`config.mk`:
```
export PLATFORM = sky130hd
export DESIGN_NAME = fir_feeder
export DESIGN_NICKNAME = d
export VERILOG_FILES = /design/src/rtl/fir_feeder.sv
export SDC_FILE = /design/constraint.sdc
export NUM_CORES = 1
export LEC_CHECK = 0
export CAP_MARGIN = 30
export CORE_MARGIN = 3
export CORE_UTILIZATION = 40
export DETAILED_ROUTE_END_ITERATION = 6
export MAX_ROUTING_LAYER = met4
export PLACE_DENSITY_LB_ADDON = 0.15
export SYNTH_ARGS = -nofsm -noshare
export SYNTH_HDL_FRONTEND = slang
export SYNTH_SLANG_ARGS = --single-unit
```
`constraint.sdc`:
```
create_clock -name clk -period 2.1 [get_ports clk]
set_input_delay 0.21 -clock clk [delete_from_list [all_inputs] [get_ports clk]]
set_output_delay 0.21 -clock clk [all_outputs]
set_load 0.05 [all_outputs]
```
`src/rtl/fir_feeder.sv`:
```
// fir_feeder: producer side of the FIR_Filter x/h/x_en interface.
// Serially loads a coefficient bank, then streams FIFO'd samples.
module fir_feeder #(
    parameter int WL    = 8,
    parameter int TAPS  = 3,
    parameter int AW    = 5,
    parameter int DEPTH = 4
) (
    input  logic          clk,
    input  logic          reset,
    input  logic          cfg_we,
    input  logic [AW-1:0] cfg_addr,
    input  logic [WL-1:0] cfg_data,
    input  logic          load_start,
    input  logic          s_valid,
    input  logic [WL-1:0] s_data,
    output logic          s_ready,
    input  logic          adv,
    output logic          x_en,
    output logic [WL-1:0] h,
    output logic [WL-1:0] x,
    output logic          busy,
    output logic          done,
    output logic          underrun
);

    localparam int PW = $clog2(DEPTH);
    localparam int CW = PW + 1;
    localparam int IW = AW + 1;

    localparam logic [IW-1:0] LAST = IW'(TAPS - 1);
    localparam logic [IW-1:0] TOP  = IW'(TAPS);
    localparam logic [CW-1:0] FULL = CW'(DEPTH);

    typedef enum logic [1:0] {
        IDLE,
        LOAD,
        STREAM
    } state_t;

    state_t        state;
    logic [IW-1:0] idx;
    logic [WL-1:0] coef [TAPS];
    logic [WL-1:0] mem  [DEPTH];
    logic [PW-1:0] wp;
    logic [PW-1:0] rp;
    logic [CW-1:0] count;

    logic          in_load;
    logic          in_stream;
    logic          start;
    logic          flush;
    logic          push;
    logic          pop;
    logic [IW-1:0] rd_idx;
    logic [WL-1:0] hsel;

    // Handshake qualifiers; a load request pre-empts any push/pop
    always_comb begin
        in_load   = (state == LOAD);
        in_stream = (state == STREAM);
        start     = load_start && !in_load;
        flush     = in_stream && load_start;
        s_ready   = in_stream && (count < FULL);
        push      = in_stream && !load_start
                    && s_valid && s_ready;
        pop       = in_stream && !load_start
                    && adv && (count != '0);
        rd_idx    = in_load ? idx : '0;
    end

    // Coefficient read mux; entry 0 is presented on the start edge
    always_comb begin
        hsel = '0;
        for (int i = 0; i < TAPS; i++) begin
            if (rd_idx == IW'(i)) begin
                hsel = coef[i];
            end
        end
    end

    // Coefficient bank; out-of-range or mid-load writes are dropped
    always_ff @(posedge clk or negedge reset) begin
        if (!reset) begin
            for (int i = 0; i < TAPS; i++) begin
                coef[i] <= '0;
            end
        end else if (cfg_we && !in_load) begin
            for (int i = 0; i < TAPS; i++) begin
                if (cfg_addr == AW'(i)) begin
                    coef[i] <= cfg_data;
                end
            end
        end
    end

    // Control FSM with registered filter-side outputs
    always_ff @(posedge clk or negedge reset) begin
        if (!reset) begin
            state    <= IDLE;
            idx      <= '0;
            x_en     <= 1'b0;
            h        <= '0;
            x        <= '0;
            busy     <= 1'b0;
            done     <= 1'b0;
            underrun <= 1'b0;
        end else begin
            done <= 1'b0;
            if (start) begin
                state    <= LOAD;
                x_en     <= 1'b1;
                busy     <= 1'b1;
                h        <= hsel;
                x        <= '0;
                idx      <= IW'(1);
                done     <= (TAPS == 1);
                underrun <= 1'b0;
            end else begin
                case (state)
                    LOAD: begin
                        if (idx == TOP) begin
                            state <= STREAM;
                            x_en  <= 1'b0;
                            busy  <= 1'b0;
                        end else begin
                            h    <= hsel;
                            idx  <= idx + 1'b1;
                            done <= (idx == LAST);
                        end
                    end
                    STREAM: begin
                        if (adv) begin
                            if (count != '0) begin
                                x <= mem[rp];
                            end else begin
                                x        <= '0;
                                underrun <= 1'b1;
                            end
                        end
                    end
                    default: begin
                        state <= IDLE;
                    end
                endcase
            end
        end
    end

    // FIFO pointers and occupancy; load request flushes
    always_ff @(posedge clk or negedge reset) begin
        if (!reset) begin
            wp    <= '0;
            rp    <= '0;
            count <= '0;
        end else if (flush) begin
            wp    <= '0;
            rp    <= '0;
            count <= '0;
        end else begin
            if (push) begin
                wp <= wp + 1'b1;
            end
            if (pop) begin
                rp <= rp + 1'b1;
            end
            case ({push, pop})
                2'b10:   count <= count + 1'b1;
                2'b01:   count <= count - 1'b1;
                default: count <= count;
            endcase
        end
    end

    // FIFO storage
    always_ff @(posedge clk) begin
        if (push) begin
            mem[wp] <= s_data;
        end
    end

endmodule
```
==> summary.md, run 1 <==
| Metric | Value |
|---|---|
| Status | completed |
| Busiest grt layer | met2 |
| First-pass GRT wire length | approximately 14 mm |
| Die area | 0.0112 mm^2 |
| Num CTS Buffers | 9 |
| Via/cell ratio | roughly 5.2 |
| Syn Area/Cell | 13.5 um^2 |
| Setup repair after global routing missed its margin | yes |
| R2R Setup Slk | approximately 0.079 ns |
| Port Buf Inserts | 47 |
| PwrDens | 1190 mW/mm^2 |
| Net Count, Synth | 329 |
| WS Path Type | flip-flop to flip-flop |
| # IOs | between 40 and 50 |
| Setup Fix Bufs, Post-CTS | 0 |
| Die width | about 110 um |
| TritonCTS clock tree | done |
| Startpoint types | flip-flop |
| Multi-input gate area in the final layout | 0.00153 mm^2 |
| Lkg Pwr | between 2 and 2.5 nW |
| Met2 global-route usage | ~25% |
| Most used DFF post-synth | dfrtp_1 |
| Layout cell share with drive strength beyond 1 | between 20% and 30% |
| Final core utilization | between 50 and 60% |
| Min-delay worst type | input pin to async pin |
| Data required, critical path | 2.34 ns |
| Largest net degree at the start of global routing | 24 |
| Worst reg2reg path endpoint | count[2] |
| Post-synthesis instance area | between 0.003 and 0.004 mm^2 |
| Grt ovf | 0 |
| Routed length per instance | roughly 16 um |
| Final setup fails | 0 |
| Final hold viol count | 0 |
| Max capacitance violation total | 0 |
| Max Fclk | between 400 and 500 MHz |
| Worst-case hold slack | approximately 0.33 ns |
| Max IR drop VDD | 0.604 mV |
| Post-route ant nets | 0 |
| Critical Path Fanout Max | 6 |
| Most common cell after layout, fill and taps aside | dfrtp_1 |
| Most frequent cells in the layout | dfrtp_1, clkdlybuf4s50_1, edfxtp_1 |
| Root buf cell | clkbuf_8 |
| Synth Warn # | 0 |
| Die Y-Extent | around 110 um |
| CTS sink count | 90 |
| H-tree depth | 3 |
| Synth Instances | 295 |
| Drt drc | 0 |
| CTS max path bufs | 2 |
| Max_slew headroom | between 40% and 50% |
| Drt pass-1 iters | 4 |
| Sequential-to-total area share from yosys stat | roughly three fifths |
| DP HPWL | 5.75 mm |
| Reg2reg start | state[0] |
| EDFF count, synth | 32 |
| Rows | 35 |
| Fill count | a little over 800 |
| Seq cells post-synth | 90 |
| Final cycle utilization of the critical path | between 90% and 100% |
| Routability cong. | ~0.83 |
| Worst-Margin Slew | ~0.80 ns |
| Clock Skew | between 0.01 and 0.015 ns |
| Total number of vias | roughly 2600 |
| Crit. End Element | flip-flop |
| Placed Cells | about 480 |
| Routed WL | between 8 and 9 mm |
| Dpl ws | -0.0847 ns |
| Critical Path AT | about 2.3 ns |
| Max-slew violation count | 0 |
| Nets@finish | roughly 400 |
| GR Util met1 | between 20% and 30% |
| Power Total | between 6 and 7 mW |
| Vias in the first global route | roughly 2600 |
| Final WS setup | around 0.079 ns |
| Gr usage total | between 15 and 20% |
| Met3 Usage GRT | 3.64% |
| Worst skew pair latency | 0.35 ns |
| Cell depth of the worst flop-to-flop path | 7 |
| Area grow syn2layout | 26.4% |
| Antenna violations before repair | 0 |
| Minimum clock period after layout | between 2 and 2.5 ns |
| Reg area | 0.00241 mm^2 |
| Initial Util | 42.2% |
| Initial DRC Count | approximately 120 |
| Core ar. | 0.00946 mm^2 |
| Diode count | 0 |
| Worst-path clk slew | 0.09 ns |
| Layout Cells excl Fill | ~500 |
| Netlist cell types | 50 |
| Post-synth ARST share | 64.4% |
per-stage QoR:
stage,TNS (ns),cell area (um^2)
final,0,5050
after floorplan,0,4020
after CTS,0,5020
after global placement,0,4780
after detailed placement,-0.0847,4780
after global routing,-0.0935,5050
final cells by class:
cell class	count	share of cell area [%]
clock buffer	11	2.80
sequential	90	47.8
multi-input combinational	181	30.3
timing repair buffer	75	13.6
tap	129	3.20
clock inverter	5	1.71
inverter	7	0.521
synthesized netlist by cell type (4+ instances only):
library cell	count	share of area, %
inv_1	7	0.66
nand3_1	7	0.88
nor2_1	16	1.5
dfrtp_1	58	36
mux2_2	24	6.8
o31ai_1	9	1.7
nand2b_1	4	0.63
nand2_1	15	1.4
mux4_2	8	4.5
nor2b_1	4	0.63
and2_1	4	0.63
ha_1	6	1.9
clkbuf_1	8	0.75
a2bb2oi_1	8	1.8
a21oi_1	11	1.4
o21ai_0	9	1.1
a22o_1	9	2.0
edfxtp_1	32	24
xor2_1	4	0.88
buf_2	4	0.50
a211oi_1	4	0.75
layer usage:
layer,vias to the layer above,routed length (um)
li1,1248,-
met1,1278,4040
met5,-,0
met2,46,3800
met3,12,273
met4,0,99
repair_timing:
action	in CTS	in global routing
endpoints found under the setup margin	1	9
hold endpoints to repair	17	0
gates resized for setup	1	3
hold buffers	1	0
report_power, final:
part           total (mW)  internal (mW)  switching [mW]
logic                2.27           1.01            1.26
clock network        1.32          0.712           0.608
registers            2.43           2.14           0.296
how the worst max path moves through the flow:
stage | startpoint | end | slack (ns) | cells past startpoint
floorplan | count[2] | count[2] | 0.004 | 8
global placement | load_start | count[2] | 0.002 | 7
detailed placement | load_start | count[2] | -0.08 | 7
CTS | count[0] | count[2] | 0.006 | 7
global route | state[0] | count[2] | -0.04 | 7
finish | state[0] | count[2] | 0.08 | 7
cell families (layout without fill, tap and decap cells):
kind of cell	count (synthesis)	in the layout	share of synthesized area (%)
AND/OR/NAND/NOR	71	71	10.3
flip-flops	90	90	60.4
AO/OA/AOI/OAI	67	67	12.1
adder cells (fa/ha/maj)	7	7	2.38
XOR/XNOR	4	4	0.877
multiplexers	32	32	11.3
buffers and inverters	24	98	2.66
critical path: stages, from the launching register on:
cell and delay (ns):
dfrtp_1 0.43, nand2b_4 0.17, nor4b_4 0.29, nor3_1 0.09
fa_2 0.39, a2111oi_4 0.33, a31oi_1 0.07, o32ai_1 0.15
flip-flops by register name (all words and copies together), names as in the netlist:
| register | flops |
|---|---|
| busy | 1 |
| h | 8 |
| underrun | 1 |
| x | 8 |
| mem | 32 |
| state | 2 |
| idx | 6 |
| rp | 2 |
| coef | 24 |
| wp | 2 |
| count | 3 |
| done | 1 |
Note: power is estimated with default switching activity, not from simulation.
==> run 2: changes to the inputs <==
--- a/config.mk
+++ b/config.mk
@@ -8,3 +8,4 @@
 export CAP_MARGIN = 30
-export CORE_MARGIN = 3
+export CORE_ASPECT_RATIO = 1.5
+export CORE_MARGIN = 4
 export CORE_UTILIZATION = 40
==> constraint.sdc (replaced) <==
create_clock -name clk -period 2.1 [get_ports clk]
set_input_delay 0.42 -clock clk [delete_from_list [all_inputs] [get_ports clk]]
set_output_delay 0.42 -clock clk [all_outputs]
set_load 0.05 [all_outputs]
==> run 2 against run 1 <==
Effect of this change:
- cell area up 2.6%
- clock power grew 14%
- sequential share of layout area is 1.2 points lower
- power up 3.8%
- fmax is 3.2% higher
- critical path type is now flip-flop to primary output
- largest power group unchanged
==> summary.md, run 2 (same netlist as run 1, synthesis figures left out) <==
| Metric | Value |
|---|---|
| CP max stage delay | 0.82 ns (+0.39 ns) |
| Max Fclk | 511 MHz (+3.2%) |
| Sequence of cells on the critical path | clkdlybuf4s50_1 |
| Worst-path clk slew | 0.06 ns (-0.03 ns) |
| Buf/Inv on CP | 1 (+1) |
| Dpl ws | -0.141 ns (-0.0561 ns) |
| Critical Path AT | 1.54 ns (-0.72 ns) |
| Routed length per instance | 17.4 um (+5.4%) |
| DP HPWL | 6.13 mm (+6.6%) |
| Multi-input gate area in the final layout | 0.00151 mm^2 (-1.4%) |
| Crit. End Element | primary output |
| Cell depth of the worst flop-to-flop path | 7 (unchanged) |
| Placed Cells | 474 (-1.5%) |
| Most frequent cells in the layout | dfrtp_1, clkdlybuf4s50_1, edfxtp_1 |
| Routed WL | 8.55 mm (+4.2%) |
| Final cycle utilization of the critical path | 93.3% (-3.0 points) |
| Antenna violations before repair | 0 (unchanged) |
| Routability cong. | 0.797 (-4.1%) |
| Final core utilization | 53.1% (-0.21 points) |
| Port Buf Inserts | 47 (unchanged) |
| Initial Util | 41.0% (-1.2 points) |
| Grt ovf | 0 (unchanged) |
| Status | completed |
| R2R Setup Slk | 0.14 ns (+0.06 ns) |
| Root buf cell | clkbuf_16 |
| Post-route ant nets | 0 (unchanged) |
| Area grow syn2layout | 29.7% |
| Largest net degree at the start of global routing | 59 (+150%) |
| Worst path slowest cell | clkdlybuf4s50_1 |
| H-tree depth | 3 (unchanged) |
| Lkg Pwr | 2.14 nW (+3.5%) |
| Worst skew pair latency | 0.33 ns (-0.02 ns) |
| CTS max path bufs | 2 (unchanged) |
| Num CTS Buffers | 9 (unchanged) |
| Final hold viol count | 0 (unchanged) |
| Fill count | 832 (+1.2%) |
| Critical Path Fanout Max | 2 (-4) |
| Minimum clock period after layout | 1.96 ns (-0.0624 ns) |
| Most flops, register | mem |
| Most common cell after layout, fill and taps aside | dfrtp_1 |
| Final setup fails | 0 (unchanged) |
| Gr usage total | 16.4% (+0.27 points) |
| CTS sink count | 90 (unchanged) |
| Worst-Margin Slew | 0.718 ns (-0.0791 ns) |
| Sum Neg Setup Slack | 0 ns (unchanged) |
| Rows | 44 (+26%) |
| Die width | 89.6 um (-15%) |
| Final WS setup | 0.141 ns (+0.0624 ns) |
| Worst reg2reg path endpoint | count[2] |
| Reg area | 0.00241 mm^2 (unchanged) |
| First-pass GRT wire length | 13.9 mm (+1.8%) |
| TritonCTS clock tree | done |
| WS Path Type | flip-flop to primary output |
| Max-slew violation count | 0 (unchanged) |
| Diode count | 0 (unchanged) |
| Initial DRC Count | 82 (-33%) |
| Die area | 0.0117 mm^2 (+4.1%) |
| Min-delay worst type | input pin to async pin |
| Via/cell ratio | 5.39 (+3.8%) |
| Layout Cells excl Fill | 492 (-1.2%) |
| Data required, critical path | 1.68 ns (-0.66 ns) |
| Largest register FFs | 32 (unchanged) |
| Regs by FF count | mem (32), coef (24) |
| # IOs | 48 (unchanged) |
| Nets@finish | 406 (+2.0%) |
| Post-CTS Hold Buffers | 0 (-1) |
| Setup repair after global routing missed its margin | no |
| Clock Skew | 0.00652 ns (-0.00392 ns) |
| Reg2reg start | count[0] |
| Vias in the first global route | 2699 (+2.4%) |
| Layout cell share with drive strength beyond 1 | 26.0% (+1.3 points) |
| Total number of vias | 2651 (+2.6%) |
| Drt drc | 0 (unchanged) |
| Die Y-Extent | 130 um (+23%) |
| Max capacitance violation total | 0 (unchanged) |
| Drt pass-1 iters | 4 (unchanged) |
| Startpoint types | flip-flop |
| Core ar. | 0.00974 mm^2 (+3.0%) |
| PwrDens | 1210 mW/mm^2 (+1.1%) |
| Max IR drop VDD | 0.592 mV (-2.0%) |
| Delay-heaviest family, CP | buffers and inverters |
| Max_slew headroom | 52.1% (+5.3 points) |
-- run 2: per-layer routing --
layer,track usage (%),share of wire [%]
met5,-,0
met4,6.05,1.6
met2,27.8,55
met3,3.26,2.9
met1,19.0,41
-- run 2: repair_timing --
action / in CTS / in global routing
resized for setup: 0 / 1
buffers inserted: 0 / 2
endpoints found under the setup margin: 0 / 1
-- run 2: how the worst max path moves through the flow --
| stage | slack [ns] | cells after the start | start | to |
|---|---|---|---|---|
| after floorplan | 0.004 | 8 | count[2] | count[2] |
| after global placement | -0.12 | 7 | load_start | count[2] |
| after detailed placement | -0.14 | 7 | load_start | count[2] |
| after CTS | 0.11 | 1 | x[3] | x[3] |
| after global routing | 0.02 | 7 | state[0] | count[2] |
| final | 0.14 | 1 | h[7] | h[7] |
-- run 2: final cells by class --
cell class	count	area share, %
Clock inverter	6	0.942
Timing Repair Buffer	83	15.6
Sequential cell	90	46.6
Inverter	7	0.507
Tap cell	115	2.78
Multi-Input combinational cell	181	29.2
Clock buffer	10	4.42
-- run 2: power breakdown --
part           internal (mW)  total, mW  leakage (nW)  switching [mW]
clock                  0.817       1.51         0.138           0.690
sequential              2.14       2.38          1.05           0.242
combinational           1.04       2.36         0.958            1.32
total                   4.00       6.25          2.14            2.25
-- run 2: per-stage QoR --
stage / power, mW / hold slack (ns) / area (um^2)
after floorplan: 3.97 / 0.124 / 4020
after global placement: 4.72 / 0.453 / 4870
after detailed placement: 4.76 / 0.455 / 4870
after CTS: 6.29 / 0.0879 / 5150
after global routing: 6.61 / 0.0976 / 5180
final: 6.25 / 0.0662 / 5180
